### config.mk
export PLATFORM = sky130hd
export DESIGN_NAME = seg7_scan_driver
export DESIGN_NICKNAME = d
export VERILOG_FILES = /design/src/rtl/seg7_scan_driver.sv
export SDC_FILE = /design/constraint.sdc
export NUM_CORES = 1
export LEC_CHECK = 0
export CAP_MARGIN = 40
export CORE_MARGIN = 4
export CORE_UTILIZATION = 57
export CTS_CLUSTER_DIAMETER = 60
export DETAILED_ROUTE_END_ITERATION = 8
export PLACE_DENSITY_LB_ADDON = 0.3
export SLEW_MARGIN = 40
export SYNTH_ARGS = -nofsm -noshare
export SYNTH_HDL_FRONTEND = slang
export SYNTH_SLANG_ARGS = --single-unit
### constraint.sdc
create_clock -name clk -period 4 [get_ports clk]
set_input_delay 0.8 -clock clk [delete_from_list [all_inputs] [get_ports clk]]
set_output_delay 0.8 -clock clk [all_outputs]
set_load 0.005 [all_outputs]
### src/rtl/seg7_scan_driver.sv
`default_nettype none
// ============================================================================
// Module      : seg7_scan_driver
// Description : Time-multiplexed BCD seven-segment driver. It accepts a frame
//               through a one-deep pending buffer and commits it only at a
//               frame boundary, so a frame is never shown half old and half
//               new. It also supports leading-zero blanking, whole-display
//               blinking and an error flag for non-BCD nibbles.
// Revision    : 1.0 - initial release
// ============================================================================
module seg7_scan_driver #(
  parameter int NUM_DIGITS     = 3,
  parameter int SCAN_DIV       = 50000,
  parameter int BLINK_FRAMES   = 64,
  parameter bit SEG_ACTIVE_LOW = 1'b1
) (
  input  logic                    clk,
  input  logic                    rst_n,
  input  logic                    load_valid,
  output logic                    load_ready,
  input  logic [4*NUM_DIGITS-1:0] bcd_in,
  input  logic                    blank_lz,
  input  logic                    blink_en,
  output logic [NUM_DIGITS-1:0]   an,
  output logic [6:0]              seg,
  output logic                    bcd_err
);

  localparam int PW = $clog2(SCAN_DIV);
  localparam int IW = $clog2(NUM_DIGITS);
  localparam int BW = (BLINK_FRAMES > 1) ? $clog2(BLINK_FRAMES) : 1;

  localparam logic [PW-1:0]         c_presc_last = PW'(SCAN_DIV - 1);
  localparam logic [IW-1:0]         c_idx_last   = IW'(NUM_DIGITS - 1);
  localparam logic [BW-1:0]         c_blink_last = BW'(BLINK_FRAMES - 1);
  // Inactive output levels; also used as the polarity XOR mask.
  localparam logic [NUM_DIGITS-1:0] c_an_off     = {NUM_DIGITS{SEG_ACTIVE_LOW}};
  localparam logic [6:0]            c_seg_off    = {7{SEG_ACTIVE_LOW}};

  logic [PW-1:0]           r_presc;
  logic [IW-1:0]           r_idx;
  logic [4*NUM_DIGITS-1:0] r_disp;
  logic [4*NUM_DIGITS-1:0] r_pend;
  logic                    r_pend_full;
  logic                    r_err;
  logic [BW-1:0]           r_blink_cnt;
  logic                    r_phase_on;
  logic [NUM_DIGITS-1:0]   r_an;
  logic [6:0]              r_seg;

  logic                    w_tick;
  logic                    w_frame;
  logic [IW-1:0]           w_idx_nxt;
  logic                    w_xfer;
  logic                    w_commit;
  logic [4*NUM_DIGITS-1:0] w_disp_nxt;
  logic                    w_phase_nxt;
  logic [3:0]              w_nib [NUM_DIGITS];
  logic [NUM_DIGITS-1:0]   w_bad;
  logic                    w_hi_zero;
  logic [NUM_DIGITS-1:0]   w_an_raw;
  logic [6:0]              w_seg_raw;

  function automatic logic [6:0] f_decode(input logic [3:0] d);
    case (d)
      4'd0:    f_decode = 7'h3F;
      4'd1:    f_decode = 7'h06;
      4'd2:    f_decode = 7'h5B;
      4'd3:    f_decode = 7'h4F;
      4'd4:    f_decode = 7'h66;
      4'd5:    f_decode = 7'h6D;
      4'd6:    f_decode = 7'h7D;
      4'd7:    f_decode = 7'h07;
      4'd8:    f_decode = 7'h7F;
      4'd9:    f_decode = 7'h6F;
      default: f_decode = 7'h40;
    endcase
  endfunction

  assign w_tick    = (r_presc == c_presc_last);
  assign w_frame   = w_tick && (r_idx == c_idx_last);
  assign w_idx_nxt = (r_idx == c_idx_last) ? '0 : r_idx + IW'(1);
  assign w_xfer    = load_valid && !r_pend_full;
  assign w_commit  = w_frame && r_pend_full;

  // The digit shown on a boundary edge already comes from the frame committed
  // on that same edge, and it follows the blink phase entered on that edge.
  assign w_disp_nxt  = w_commit ? r_pend : r_disp;
  assign w_phase_nxt = (w_frame && (r_blink_cnt == c_blink_last)) ? ~r_phase_on : r_phase_on;

  for (genvar k = 0; k < NUM_DIGITS; k++) begin : g_digit
    assign w_nib[k] = w_disp_nxt[4*k +: 4];
    assign w_bad[k] = (r_pend[4*k +: 4] > 4'd9);
  end

  // Build the pattern for the digit slot being entered.
  always_comb begin
    w_an_raw            = '0;
    w_an_raw[w_idx_nxt] = 1'b1;
    w_seg_raw           = f_decode(w_nib[w_idx_nxt]);
    w_hi_zero           = 1'b1;
    for (int k = 0; k < NUM_DIGITS; k++) begin
      if ((k >= int'(w_idx_nxt)) && (w_nib[k] != 4'd0)) begin
        w_hi_zero = 1'b0;
      end
    end
    if (blank_lz && (w_idx_nxt != '0) && w_hi_zero) begin
      w_seg_raw = 7'h00;
    end
    if (blink_en && !w_phase_nxt) begin
      w_an_raw  = '0;
      w_seg_raw = 7'h00;
    end
  end

  // Prescaler and digit index; the index moves once per prescaler wrap.
  always_ff @(posedge clk or negedge rst_n) begin
    if (!rst_n) begin
      r_presc <= '0;
      r_idx   <= '0;
    end else begin
      r_presc <= w_tick ? '0 : r_presc + PW'(1);
      if (w_tick) begin
        r_idx <= w_idx_nxt;
      end
    end
  end

  // Load handshake into the pending buffer, committed only at a frame boundary.
  always_ff @(posedge clk or negedge rst_n) begin
    if (!rst_n) begin
      r_pend      <= '0;
      r_pend_full <= 1'b0;
      r_disp      <= '0;
      r_err       <= 1'b0;
    end else if (w_commit) begin
      r_disp      <= r_pend;
      r_pend_full <= 1'b0;
      r_err       <= |w_bad;
    end else if (w_xfer) begin
      r_pend      <= bcd_in;
      r_pend_full <= 1'b1;
    end
  end

  // Blink phase runs on frame boundaries whether or not blinking is enabled.
  always_ff @(posedge clk or negedge rst_n) begin
    if (!rst_n) begin
      r_blink_cnt <= '0;
      r_phase_on  <= 1'b1;
    end else if (w_frame) begin
      r_blink_cnt <= (r_blink_cnt == c_blink_last) ? '0 : r_blink_cnt + BW'(1);
      r_phase_on  <= w_phase_nxt;
    end
  end

  // Registered outputs with polarity applied; they change only with the index.
  always_ff @(posedge clk or negedge rst_n) begin
    if (!rst_n) begin
      r_an  <= c_an_off;
      r_seg <= c_seg_off;
    end else if (w_tick) begin
      r_an  <= w_an_raw ^ c_an_off;
      r_seg <= w_seg_raw ^ c_seg_off;
    end
  end

  assign an         = r_an;
  assign seg        = r_seg;
  assign load_ready = ~r_pend_full;
  assign bcd_err    = r_err;

endmodule
`default_nettype wire

==> summary.txt <==
Power
  – LEAKAGE: 1.53 nW
  – Overall Power: 1.25 mW
  – Pwr/cell area: 356 nW/um^2
  – Peak supply drop: 0.000301 V

Synth
  – Cell variety after synth: 54
  – #FFs+latches synth: 61
  – Mapped Nets: between 200 and 300
  – Yosys warning count: 0
  – Most used flip-flop cell after synthesis: dfrtp_1
  – Async S/R FF share, synth: 100%
  – Cells after Synth: 270
  – Share of the synthesized area in the top cell type: a little over two fifths
  – Syn Area/Cell: 11.0 um^2
  – Mapped cell area: 2970 um^2
  – Top post-synthesis cells by area: dfrtp_1, dfstp_2, mux2_2
  – Post-synth EDFFs: 0
  – Largest area contributor in the netlist: dfrtp_1
  – Post-synthesis sequential area ratio: 51.9%

Final layout
  – Area of the multi-input gates: 1360 um^2
  – Register area: 1540 um^2
  – # diodes: 0
  – P&R area growth vs syn: 18.5%
  – Filler instances: 353
  – Non-Filler Instances: 376
  – Layout cell share with drive strength beyond 1: roughly 21%
  – Layout net count: 327

Timing
  – Slew at the pin closest to its max-slew limit: 0.613 ns
  – Skew final: 0.00929 ns
  – Fmax: about 0.30 GHz
  – Worst Slack Setup Final: 0.719 ns
  – Tcrit/Tclk final: 82.0%
  – RSZ-0062 raised after global routing: false
  – # setup viols final: 0
  – Tmin final: 3.28 ns
  – Slew Limit Fails: 0
  – Hold_ws: a little under 0.4 ns
  – Fin. Hold Viols: 0
  – Max transition margin: slightly below 60%
  – Fin Setup TNS: 0 ns

Clock tree
  – CTS Root Cell: clkbuf_8
  – Max clock buf depth: 2
  – H-tree depth: 3
  – Clock slew at reported path FFs: 0.07 ns
  – Number of instances resized during post-cts repair: 0
  – Num CTS Buffers: 9
  – TritonCTS Sinks: 61
  – Clock Latency Late Sink: 0.34 ns
  – Post-CTS Setup Inserts: 0
  – Post-CTS Hold Fix Bufs: 0
  – CTS tree: done

Global routing
  – Global-route usage over all layers: 21.0%
  – Overflow after GRT: 0
  – Initial antenna violation count: 0
  – Global-route wire length before repair: 10,200 um
  – Vias in the first global route: 2,133
  – Largest net degree at the start of global routing: 35

Setup path
  – Top cell by count, worst path: ha_1
  – CP max FO: 21
  – CP max stage cell: or3_4
  – CP bufs+invs: 0
  – FF-to-FF Start: r_presc[0]
  – CP Data Required Time: 4.26 ns
  – Slack of the worst reg-to-reg path: 0.72 ns
  – CP startpoint kind: register
  – Critical path arrival: ~3.5 ns
  – CP delay by family, top: simple AND/OR/NAND/NOR gates
  – CP peak stage delay: 0.48 ns
  – R2R depth: 10
  – Crit path kind: reg2reg
  – Setup crit end kind: register
  – Reg2reg end: seg[5]
  – Crit-path cells: ha_1, nand3_1, or3_4, nor2_4, mux2_2, a22oi_1, ha_1, nor3b_1, o21bai_1, a211oi_1

Place
  – Number of cells in the design after placement: 360
  – IO Port Bufs: 28
  – GPL Wtd Cong: 0.822
  – Pre-CTS setup slack: 0.736 ns
  – Dpl hpwl: 4100 um

Drt
  – Pre-antenna DRT Iters: 4
  – Iter 0 DRT Violations: 104
  – Antenna viol nets, final: 0
  – Vias per cell: 5.76
  – Via Count: roughly 2,200
  – Post-DR wirelength/cell: 15.5 um
  – Drt drc: 0
  – Routed wire length: 5820 um

Floorplan
  – Row cnt: 25
  – Total core area: just under 5000 um^2
  – Die ar.: 6420 um^2
  – I/O pin count: 29
  – Die X: about 80 um
  – Starting density of the core: 60.8%
  – Die Ht: 80.1 um

Run
  – Max Cap Viol: 0

Worst hold path
  – Worst min-delay path class: in2async

Status
  – Result of the run: complete, no violations
[power breakdown]
group	leakage, nW	switching, mW	total [mW]	internal, mW
sequential	0.775	0.0156	0.647	0.632
combinational	0.656	0.0196	0.0455	0.0260
clock	0.102	0.238	0.558	0.320
total	1.53	0.273	1.25	0.977
[kinds of logic (layout without fill, tap and decap cells)]
family          after synthesis  in the layout  share of synthesized area (%)
fa+ha+maj                     6              6                           2.53
compound gates               57             57                           14.8
flops                        61             61                           51.9
simple gates                 97             97                           16.9
buf+inv                      16             55                           2.40
xor+xnor                     14             14                           4.13
mux                          19             19                           7.34
[worst max path at each step]
stage	cells after the start	slack [ns]	start	end
global placement	10	0.85	r_presc[0]	seg[5]
floorplan	11	1.13	r_presc[0]	seg[5]
finish	10	0.72	r_presc[0]	seg[5]
global route	10	0.38	r_presc[0]	seg[5]
CTS	10	0.70	r_presc[0]	seg[5]
detailed placement	10	0.74	r_presc[0]	seg[5]
[final cells by class]
cell class | count | share of cell area, %
clock inverter | 4 | 1.35
timing repair buffer | 31 | 8.54
tap | 67 | 2.39
clock buffer | 12 | 4.41
multi-input combinational | 193 | 38.6
inverter | 8 | 0.854
sequential | 61 | 43.8
[through the flow]
stage / utilization (%) / area [um^2]
6_report: 72.0 / 3510
5_1_grt: 72.0 / 3510
4_1_cts: 72.0 / 3510
3_5_place_dp: 67.8 / 3310
2_1_floorplan: - / 2970
3_3_place_gp: 67.8 / 3310
[registers in the layout, indices dropped and copies added, names as in the netlist]
signal,flops
bcd_err,1
seg,7
r_idx,2
r_disp,12
r_pend_full,1
r_phase_on,1
r_presc,16
an,3
r_pend,12
r_blink_cnt,6
[layout by cell type, fill, tap and decap left out, drive strengths merged, types with 4 or more instances in the layout]
cell type       n
o21ai          24
nand3           6
and3            6
clkbuf         12
mux2           19
buf             4
xnor2          10
ha              6
nor2           29
dfrtp          50
nand2          30
inv             8
a21oi           8
nand4           7
a41oi           4
dfstp          11
clkdlybuf4s50  27
xor2            4
[routing by layer]
layer | wire [um] | track usage [%]
met1 | 2720 | 29.2
met3 | 260 | 5.38
met4 | 117 | 9.63
met2 | 2720 | 30.9
met5 | 0 | 0
[worst register-to-register path: stages (launching register included)]
cell,delay [ns]
dfrtp_1,0.37
ha_1,0.21
nand3_1,0.23
or3_4,0.48
nor2_4,0.35
mux2_2,0.40
a22oi_1,0.40
ha_1,0.22
nor3b_1,0.29
o21bai_1,0.16
a211oi_1,0.08
[synth_stat cells (4+ instances only)]
master / number
o21ai_0: 22
clkbuf_1: 6
nand4_1: 6
xor2_1: 4
and3_1: 6
ha_1: 6
xnor2_1: 10
nand2_1: 30
mux2_2: 18
a21oi_1: 8
nand3_1: 6
dfstp_2: 11
inv_1: 8
nor2_1: 27
dfrtp_1: 50
Power figures use the tool's default switching activity.
